### config.mk
export PLATFORM = sky130hd
export DESIGN_NAME = piso_serializer
export DESIGN_NICKNAME = d
export VERILOG_FILES = /design/src/rtl/piso_serializer.sv
export SDC_FILE = /design/constraint.sdc
export NUM_CORES = 1
export LEC_CHECK = 0
export ABC_AREA = 1
export BUFFER_PORTS_ARGS = -buffer_cell sky130_fd_sc_hd__buf_2
export CAP_MARGIN = 20
export CORE_MARGIN = 2
export CORE_UTILIZATION = 35
export CTS_CLUSTER_SIZE = 14
export DETAILED_ROUTE_END_ITERATION = 8
export HOLD_SLACK_MARGIN = 0.1
export PLACE_DENSITY = 0.69
export SYNTH_ARGS = -nofsm -noshare
export SYNTH_HDL_FRONTEND = slang
export SYNTH_SLANG_ARGS = --single-unit
### constraint.sdc
create_clock -name clk -period 1.25 [get_ports clk]
set_clock_uncertainty 0.1 [all_clocks]
set_input_delay 0.125 -clock clk [delete_from_list [all_inputs] [get_ports clk]]
set_output_delay 0.125 -clock clk [all_outputs]
set_load 0.005 [all_outputs]
### src/rtl/piso_serializer.sv
// piso_serializer: parallel-in/serial-out transmitter with a valid/ready load, LSB- or MSB-first
// Ports: clk; reset_n (asynchronous, active-low);
//        load_valid/load_ready/load_data/load_dir: word handshake, captured on accept;
//        serial_out/serial_valid: current frame bit and its qualifier;
//        busy: frame in progress; done: one-cycle pulse the cycle after the last frame bit.
// Build option: define PISO_PARITY_EN to append an even-parity bit (^data) to every frame.
module piso_serializer #(
    parameter int N = 4
) (
    input  logic         clk,
    input  logic         reset_n,
    input  logic         load_valid,
    output logic         load_ready,
    input  logic [N-1:0] load_data,
    input  logic         load_dir,
    output logic         serial_out,
    output logic         serial_valid,
    output logic         busy,
    output logic         done
);
    localparam int CW = $clog2(N);
    localparam logic [CW-1:0] LAST = CW'(N - 1);
`ifdef PISO_PARITY_EN
    typedef enum logic [1:0] {IDLE, SHIFT, PARITY} state_t;
`else
    typedef enum logic {IDLE, SHIFT} state_t;
`endif
    state_t        state_q, state_d;
    logic [N-1:0]  sreg_q, sreg_d;
    logic [CW-1:0] cnt_q, cnt_d;
    logic          dir_q, dir_d;
    logic          done_q, done_d;
`ifdef PISO_PARITY_EN
    logic          par_q, par_d;
`endif

    always_ff @(posedge clk or negedge reset_n) begin
        if (!reset_n) begin
            state_q <= IDLE;
            sreg_q  <= '0;
            cnt_q   <= '0;
            dir_q   <= 1'b0;
            done_q  <= 1'b0;
`ifdef PISO_PARITY_EN
            par_q   <= 1'b0;
`endif
        end else begin
            state_q <= state_d;
            sreg_q  <= sreg_d;
            cnt_q   <= cnt_d;
            dir_q   <= dir_d;
            done_q  <= done_d;
`ifdef PISO_PARITY_EN
            par_q   <= par_d;
`endif
        end
    end

    always_comb begin
        state_d = state_q;
        sreg_d  = sreg_q;
        cnt_d   = cnt_q;
        dir_d   = dir_q;
        done_d  = 1'b0;
`ifdef PISO_PARITY_EN
        par_d   = par_q;
`endif
        case (state_q)
            IDLE: begin
                if (load_valid) begin
                    state_d = SHIFT;
                    sreg_d  = load_data;
                    dir_d   = load_dir;
                    cnt_d   = '0;
`ifdef PISO_PARITY_EN
                    par_d   = ^load_data;
`endif
                end
            end
            SHIFT: begin
                // The outgoing bit always sits at the end selected by dir, so shift toward it.
                sreg_d = dir_q ? sreg_q << 1 : sreg_q >> 1;
                cnt_d  = cnt_q + 1'b1;
                if (cnt_q == LAST) begin
                    cnt_d = '0;
`ifdef PISO_PARITY_EN
                    state_d = PARITY;
`else
                    state_d = IDLE;
                    done_d  = 1'b1;
`endif
                end
            end
`ifdef PISO_PARITY_EN
            PARITY: begin
                state_d = IDLE;
                done_d  = 1'b1;
            end
`endif
            default: state_d = IDLE;
        endcase
    end

    assign load_ready   = state_q == IDLE;
    assign busy         = state_q != IDLE;
    assign serial_valid = state_q != IDLE;
    assign done         = done_q;
`ifdef PISO_PARITY_EN
    assign serial_out   = (state_q == SHIFT) ? (dir_q ? sreg_q[N-1] : sreg_q[0])
                                             : ((state_q == PARITY) & par_q);
`else
    assign serial_out   = (state_q == SHIFT) ? (dir_q ? sreg_q[N-1] : sreg_q[0]) : 1'b0;
`endif
endmodule

==> impl_results.md <==
- H-tree levels: 1
- Via count: 426
- CP max FO: 10
- Hold Path Class: primary input to asynchronous set/reset pin
- Synthesized instance count: 50
- Final setup viols: 0
- Max VDD drop: 0.9042 mV
- Share of cells above drive strength 1: 37.33%
- Post-placement cell count: 76
- LEAKAGE: 0.3493 nW
- Gpl congestion: 0.7203
- Critical path type: flop to primary output
- M1 WL: 426 µm
- Final Cell Area: 684.4 µm²
- Worst EP required: 1.02 ns
- CP max-delay cell: dfrtp_1
- Max Cap Viol: 0
- Pwr dens: 2139 nW/µm²
- Max stage delay on crit path: 0.41 ns
- GRT Overall Usage: 13.33%
- Mapped Nets: 59
- Sum of buffers and inverters on the critical path: 3
- Clk slew on worst S/H paths: 0.07 ns
- Initial Utilization: 36.61%
- Setup ws final: 0.04120 ns
- Post-route minimum period: 1.209 ns
- Top Layer Used: met4
- Arrival time at the worst endpoint: 0.98 ns
- Post-DR vias/cell: 4.733
- Crit path from: busy
- Max Root-Sink Buffers: 2
- Period Utilization, post-route: 96.70%
- GR Overflow Total: 0
- Most common cell after layout, fill and taps aside: buf_2
- Cell family with most CP delay: flip-flops
- DP HPWL: 647.4 µm
- Clock sinks: 9
- Reg2reg start: busy
- Met3 routed WL: 26 µm
- CTS buffer count: 3
- Yosys warns: 0
- DP Area: 550.5 µm²
- PortBufs: 12
- Final Hold Violating Endpoints: 0
- Io pins: 13
- Synthesis-to-layout area growth: 45.48%
- Clk_lat worst skew: 0.26 ns
- Post-Layout Cell Count: 90
- Slew Viols, Final: 0
- Max Clock Freq: 0.8273 GHz
- Final-stage net count: 85
- Yosys cell types: 19
- Global-route wire length before repair: 1.352 mm
- Avg WL per Cell: 10.51 µm
- Worst hold slack: 0.1393 ns
- Post-layout util: 53.26%
- Post-synthesis sequential area ratio: 47.87%
- Pin count of the biggest net entering global routing: 12
- Worst-path cell chain: buf_12 > inv_8 > buf_2
- Setup tns final: 0 ns
- First-pass detailed-route iteration total: 4
- Run status: complete, no violations
- Diodes inserted: 0
- Crit start category: flop
- Post-DRT Antenna Nets: 0
- Die height: 40.66 µm
- CORE AREA: 1285 µm²
- Root Buffer: clkbuf_4
- CP endpoint kind: primary output
- Die X: 40.66 µm
- DRT iter0 DRCs: 7
- Flops & latches, synth: 9
- Syn avg cell area: 9.409 µm²
- Die footprint: 1653 µm²
- Slew Limit Headroom: 86.24%
- Worst Max-Slew Pin Slew: 0.2064 ns
- Initial antenna violation count: 0
- WL final: 946 µm
- Remaining DRCs: 0
- CTS tree: yes
- Met2 wire len: 473 µm
- Power Total: 1.464 mW
- Pre-CTS WS: 0.1053 ns
- Vias in the first global route: 336
- Most frequent cells in the layout: 12 x buf_2, 10 x nand2_1, 9 x dfrtp_1
- # rows: 13
- Syn Std Cell Area: 470.5 µm²
-- power by group --
group          switching (mW)  internal (mW)  leakage [nW]
sequential             0.0902          0.425         0.111
clock                   0.103          0.123        0.0150
combinational           0.341          0.382         0.224
-- final timing paths --
kind                       depth (start not counted)          to  slack, ns
max                                                3  load_ready       0.04
min                                                2       dir_q       0.14
max reg2reg                                        5   sreg_q[3]       0.08
min reg2reg                                        1    cnt_q[0]       0.40
max in group asynchronous                          2    cnt_q[0]       0.73
min in group clk                                   1    cnt_q[0]       0.40
-- kinds of logic after synthesis --
| kind of cell | synth area share [%] |
|---|---|
| AND/OR/NAND/NOR | 23.41 |
| AO/OA/AOI/OAI | 14.63 |
| buffers and inverters | 11.44 |
| flip-flops | 47.87 |
| adder cells (fa/ha/maj) | 2.659 |
-- sequential cells by signal, summed over array words and instances (netlist names) --
name,flops
busy,1
cnt_q,2
dir_q,1
done,1
sreg_q,4
-- metal layers --
layer  vias up  track usage (%)
met5         -                0
met4         0            10.00
met3         2            3.261
met2         9            19.05
met1       201            17.11
li1        214                -
-- synthesized netlist by cell type, drive strengths merged --
cell type  instances  share of area (%)
o211ai             3                4.8
inv                8                7.4
o31ai              1                2.7
nor2               4                8.2
nand2             13                 12
dfrtp              9                 48
ha                 1                2.7
nand3              3                3.2
buf                2                4.0
o21ai              3                3.2
a21oi              2                2.1
a22o               1                1.9
-- final cells by class --
type                       instances  area [µm²]
inverter                           8       37.54
fill                             124       600.6
tap                               15       18.77
clock buffer                       4       26.28
timing repair buffer              23       185.2
sequential                         9       225.2
multi-input combinational         31       191.4
-- repair_timing --
action,CTS,global route
buffers inserted,1,2
hold buffers,7,0
gates resized for setup,0,2
endpoints found under the setup margin,1,2
endpoints found under the hold margin,16,0
No activity file was read; power rests on OpenSTA's default activity.
